$ cat config.mk
export PLATFORM = sky130hd
export DESIGN_NAME = uart_tx_piso
export DESIGN_NICKNAME = d
export VERILOG_FILES = /design/src/rtl/uart_tx_piso.sv
export SDC_FILE = /design/constraint.sdc
export NUM_CORES = 1
export LEC_CHECK = 0
export BUFFER_PORTS_ARGS = -buffer_cell sky130_fd_sc_hd__buf_2
export CAP_MARGIN = 20
export CORE_MARGIN = 2
export CORE_UTILIZATION = 50
export DETAILED_ROUTE_END_ITERATION = 10
export GPL_ROUTABILITY_DRIVEN = 0
export PLACE_DENSITY = 0.75
export REMOVE_ABC_BUFFERS = 1
export SYNTH_ARGS = -nofsm -noshare
export SYNTH_HDL_FRONTEND = slang
export SYNTH_SLANG_ARGS = --single-unit
$ cat constraint.sdc
create_clock -name clk -period 1.69 [get_ports clk]
set_input_delay 0.4225 -clock clk [delete_from_list [all_inputs] [get_ports clk]]
set_output_delay 0.4225 -clock clk [all_outputs]
set_load 0.01 [all_outputs]
$ cat src/rtl/uart_tx_piso.sv
// UART transmit serializer: shifts a pre-built LSB-first frame onto tx,
// holding each bit for CLKS_PER_BIT clocks, with busy/done status.
module uart_tx_piso #(
    parameter int CLKS_PER_BIT = 16,
    parameter int FRAME_W      = 12
) (
    input  logic               clk,
    input  logic               rst,
    input  logic               send,
    input  logic [FRAME_W-1:0] frame_in,
    input  logic [1:0]         parity_type,
    input  logic               stop_bits,
    input  logic               data_length,
    output logic               tx,
    output logic               busy,
    output logic               done
);

    localparam int BAUD_W = (CLKS_PER_BIT > 1) ? $clog2(CLKS_PER_BIT) : 1;
    localparam logic [BAUD_W-1:0] BAUD_LAST = BAUD_W'(CLKS_PER_BIT - 1);

    typedef enum logic {
        IDLE,
        SHIFT
    } state_t;

    state_t             state;
    logic [FRAME_W-2:0] shift_reg;
    logic [3:0]         frame_len;
    logic [3:0]         frame_len_in;
    logic [3:0]         bit_cnt;
    logic [BAUD_W-1:0]  baud_cnt;

    // Parity is present only for the odd/even encodings 01 and 10.
    assign frame_len_in = 4'd1
                        + (data_length ? 4'd8 : 4'd7)
                        + {3'b000, ^parity_type}
                        + (stop_bits ? 4'd2 : 4'd1);

    // shift_reg holds the bits still to be sent after the one on tx,
    // back-filled with ones so the line drifts toward idle.
    always_ff @(posedge clk) begin
        if (rst) begin
            state     <= IDLE;
            tx        <= 1'b1;
            busy      <= 1'b0;
            done      <= 1'b0;
            bit_cnt   <= '0;
            baud_cnt  <= '0;
            frame_len <= '0;
            shift_reg <= '1;
        end else begin
            done <= 1'b0;
            case (state)
                IDLE: begin
                    tx   <= 1'b1;
                    busy <= 1'b0;
                    if (send) begin
                        shift_reg <= frame_in[FRAME_W-1:1];
                        frame_len <= frame_len_in;
                        bit_cnt   <= '0;
                        baud_cnt  <= '0;
                        tx        <= frame_in[0];
                        busy      <= 1'b1;
                        state     <= SHIFT;
                    end
                end
                SHIFT: begin
                    if (baud_cnt == BAUD_LAST) begin
                        baud_cnt <= '0;
                        if (bit_cnt == frame_len - 4'd1) begin
                            state <= IDLE;
                            tx    <= 1'b1;
                            busy  <= 1'b0;
                            done  <= 1'b1;
                        end else begin
                            bit_cnt   <= bit_cnt + 4'd1;
                            tx        <= shift_reg[0];
                            shift_reg <= {1'b1, shift_reg[FRAME_W-2:1]};
                        end
                    end else begin
                        baud_cnt <= baud_cnt + 1'b1;
                    end
                end
            endcase
        end
    end

endmodule

; Yosys cells after proc, flatten, opt, wreduce, memory -nomap -nowiden
; Index checks and enable logic that the tools add are counted.
; Widths: inputs -> output; s select.
[word_totals]
input_bits = 19
register_bits = 27
out_inout_bits = 3
[op_classes]
muxes = 24
reduce_logical = 5
bitwise_logic = 2
eq_ne = 6
add_sub_neg = 6
[op_table]
columns = cell, n
row1 = $mux 11, 3
row2 = $pmux 11 s2, 1
row3 = $mux 4, 5
row4 = $pmux 4 s2, 2
row5 = $mux 1, 9
row6 = $add 4x1->4 const B, 2
row7 = $pmux 1 s2, 3
row8 = $add 1x4->4 const A, 1
row9 = $add 4x1->4, 1
row10 = $add 4x2->4, 1
row11 = $eq 4x4->1, 1
row12 = $eq 4x4->1 const B, 1
row13 = $ne 2x1->1 const B, 2
row14 = $ne 2x2->1 const B, 2
row15 = $reduce_and 2->1, 2
row16 = $sub 4x1->4 const B, 1
row17 = $reduce_and 3->1, 1
row18 = $reduce_or 3->1, 1
row19 = $mux 2, 1
row20 = $not 1->1, 2
row21 = $reduce_xor 2->1, 1

; Longest topological paths before layout
[depth]
ltp_word = 5
mapped_depth = 8
depth_no_buf = 8

; Worst setup path after synthesis
; OpenSTA, ideal clock, no wires.
[synth_timing]
path_type = reg-to-reg
start = register frame_len[0]
end = register shift_reg[6]
required_ps = 1568
setup_slack_ps = -132
n_path_buf = 1
period_less_slack_ps = 1822
arrival_time_ps = 1700
stages_incl_launch_ff = 8
cell_sequence = dfxtp_1 > inv_1 > ha_1 > xnor2_1 > nor3_2 > a311oi_4 > buf_2 > a21oi_1
[synth_via]
elab_chain_len = 4
[synth_lines]
columns = item, line
row1 = "start, declared", 29  ; logic [3:0] frame_len;
row2 = "start signal, assigned", 60  ; frame_len <= frame_len_in;
row3 = $sub 4x1->4, 71  ; if (bit_cnt == frame_len - 4'd1) begin
row4 = $eq 4x4->1, 71
row5 = $ne 2x2->1 (no source line), -
row6 = $reduce_and 3->1 (no source line), -
row7 = "end signal, assigned", 59  ; shift_reg <= frame_in[FRAME_W-1:1];
row8 = "end signal, assigned", 79  ; shift_reg <= {1'b1, shift_reg[FRAME_W-2:1]};
row9 = "end, declared", 28  ; logic [FRAME_W-2:0] shift_reg;
; Every way passes these cells.
; A chain may end at the register's enable or synchronous reset.

; Worst setup path in the final report
[layout_timing]
start = register bit_cnt[2]
end = register shift_reg[10]
[layout_via]
elab_chain_len = 3
[layout_lines]
columns = item, line
row1 = "start, declared", 31  ; logic [3:0] bit_cnt;
row2 = "start signal, assigned", 77  ; bit_cnt <= bit_cnt + 4'd1;
row3 = $eq 4x4->1, 71
row4 = $ne 2x2->1 (no source line), -
row5 = $reduce_and 3->1 (no source line), -
; Every way passes these cells.

==> metrics.yaml <==
grt:
  grt_pass1_wl_um: 5010
  grtUsageTotal: 0.190
  grt_pass1_vias: 1276
  grt.overflow.total: 0
  grt_antenna_before_repair: 0
  grt_start_max_net_pins: 32
timing:
  max_freq_mhz: 560
  rsz0062_at_grt: "yes"
  fin_ws_ps: -94.4
  finalCriticalPeriod_ps: 1780
  worst_pin_slew_ps: 303
  setup_violations: 15
  finalHoldViolCount: 0
  slew_viol_final: 0
  min_period_over_period: 1.06
  whs_ps: 328
  fin_skew_ps: 5.02
  relSlewSlack: 0.797
placement:
  dpl_cell_area_mm2: 0.00166
  port_buffers: 21
  hpwl_um: 2080
  pre_cts_ws_ps: -119
  dp.cells: 225
final_layout:
  area_growth_syn_to_layout_pct: 32.9
  drive_gt1_frac: 0.376
  fin_area_mm2: 0.00186
  fin_cells: 233
  largest_register_ffs: 11
  final_nets: 230
  diodes: 0
detailed_routing:
  drtIter0Drc: 75
  wl_per_cell_um: 13.2
  drc: 0
  vias: 1285
  ant_nets: 0
  drtPass1Iterations: 4
  wl_um: 3080
  via_per_inst: 5.52
power_and_ir_drop:
  power_w: 0.00134
  powerDensity_mw_per_mm2: 722
  vdd_ir_drop_max_uv: 645
  power_leakage_nw: 0.755
logic_synthesis:
  synth_cells: 163
  synth_edf_count: 0
  synth_top_cell_area_share: 0.386
  yosysMostFrequentCell: "dfxtp_1"
  avgSynthCellArea_um2: 8.58
  seq_area_frac_synth: 0.386
  synth.distinct_cells: 33
  ys_async_sr_fraction: 0
  synth_warnings: 0
  synth_top_area_cell: "dfxtp_1"
  synth_commonest_cells: "dfxtp_1, a21oi_1, nor3_1"
  synth_area_mm2: 0.00140
  synth_flop_cell: "dfxtp_1"
  ys_ff_latch: 27
  synth_area_leaders: "dfxtp_1, a21oi_1, ha_1"
worst_setup_path:
  rr_endpoint: "shift_reg[10]$_SDFFE_PP1P_"
  path_max_fanout: 5
  endpoint_kind: "register"
  r2r_slack_ps: -90
  critPathSlowestCell: "xor3_1"
  required_ps: 1910
  path_class: "register to register"
  worstPathArrival_ps: 2010
  critical_path.max_stage_delay_ps: 440
  startpoint_type: "register"
  reg2reg_from: "bit_cnt[2]$_SDFFE_PP0P_"
  rr_worst_depth: 7
  worstPathCellList: "xor3_1 > nor3_4 > a311oi_4 > buf_4 > buf_6 > o22ai_2 > nand2b_1"
floorplan:
  start_util: 0.516
  die-area_mm2: 0.00324
  io_pins: 22
  row_count: 19
  core-area_mm2: 0.00271
  die-width_um: 56.9
  die_height_um: 56.9
clocking:
  clk_pin_slew_worst_paths_ps: 140
  insertion_delay_ps: 310
  cts.sinks: 27
  cts_tree: "yes"
  cts_buffers: 3
  clock_path_buffers: 2
  cts_root_buffer: "clkbuf_4"
  ctsHtreeMaxLevel: 1
status:
  violations: "negative setup slack"
  status: "complete, but fails checks"
job:
  max_cap_violations: 0
hold_path:
  worstHoldPathCells: 3
  hp-start: "frame_in[11]"
  whs_endpoint: "shift_reg[10]$_SDFFE_PP1P_"
  hp-class: "input pin to register"
## how the worst max path moves through the flow
stage               slack, ps                    endpoint                 startpoint  depth (start not counted)
global route             -180   shift_reg[9]$_SDFFE_PP1P_  frame_len[0]$_SDFFE_PP0P_                          9
finish                    -90  shift_reg[10]$_SDFFE_PP1P_    bit_cnt[2]$_SDFFE_PP0P_                          7
CTS                       -80     bit_cnt[0]$_SDFFE_PP0P_  frame_len[1]$_SDFFE_PP0P_                          8
floorplan                -590     bit_cnt[2]$_SDFFE_PP0P_           state$_SDFF_PP0_                          4
global placement          -40   shift_reg[3]$_SDFFE_PP1P_  frame_len[0]$_SDFFE_PP0P_                          8
detailed placement       -120     bit_cnt[0]$_SDFFE_PP0P_  frame_len[0]$_SDFFE_PP0P_                          8
## cells in the final DEF, fill, tap and decap left out, drive strengths merged
cell,synthesis,routed
buf,2,45
dfxtp,27,27
a21oi,21,21
nor3,15,15
nand2,13,13
nor2b,11,11
a211oi,11,11
ha,8,8
nor2,7,7
inv,6,6
clkbuf,9,5
nand2b,4,4
xnor2,4,4
xor2,3,3
nand3,2,2
nand3b,2,2
nor3b,2,2
a31oi,2,2
o21ai,2,2
xor3,1,1
and2,1,1
a311oi,1,1
a31o,1,1
nor4,1,1
o22ai,1,1
or3,1,1
nand4,1,1
mux2i,1,1
a41oi,1,1
and3b,1,1
o211ai,1,1
## critical path, delay by kind of cell (launching register included)
family                 cells  cell delay, ps
AO/OA/AOI/OAI              2             270
XOR/XNOR                   1             440
buffers and inverters      2             300
flip-flops                 1             360
AND/OR/NAND/NOR            2             320
## per-stage QoR
stage / TNS [ps] / utilization
after global placement: -458 / 0.614
after detailed placement: -1550 / 0.614
after global routing: -2110 / 0.686
final: -1170 / 0.686
after CTS: -140 / 0.662
after floorplan: -6300 / -
## cell type report
class / instances / area [um2]
fillers: 222 / 851
repair buffers: 46 / 335
multi-input cells: 119 / 888
well taps: 31 / 38.8
flip-flops and latches: 27 / 548
inverters: 6 / 22.5
clock buffers: 4 / 26.3
## timing repair
item | CTS | global route
hold buffers | 0 | 0
setup endpoints to repair | 18 | 18
resized for setup | 25 | 7
buffers inserted | 0 | 2
endpoints found under the hold margin | 0 | 0
gates cloned | 0 | 2
pin swaps | 5 | 10
## layer usage
layer | vias to the layer above | part of all wire | global-route usage
li1 | 651 | - | -
met1 | 606 | 0.41 | 0.199
met2 | 26 | 0.55 | 0.376
met3 | 2 | 0.036 | 0.0346
met4 | 0 | 0.0046 | 0.0565
met5 | - | 0 | 0
## where the power goes
group | internal (W) | leakage (nW) | switching (W) | total, W
Combinational | 0.000186 | 0.516 | 0.000174 | 0.000360
Clock | 0.0000921 | 0.0150 | 0.000183 | 0.000275
Sequential | 0.000678 | 0.224 | 0.0000300 | 0.000708
## kinds of logic (layout without fill, tap and decap cells)
family	after synthesis	in the layout	share of synthesized area
AOI/OAI and AO/OA	41	41	0.191
and+or+nand+nor	61	61	0.231
DFF	27	27	0.386
xor gates and xnor gates	8	8	0.0608
muxes	1	1	0.00716
adders and majority gates	8	8	0.0716
buffers and inverters	17	56	0.0519
Power figures use the tool's default switching activity.
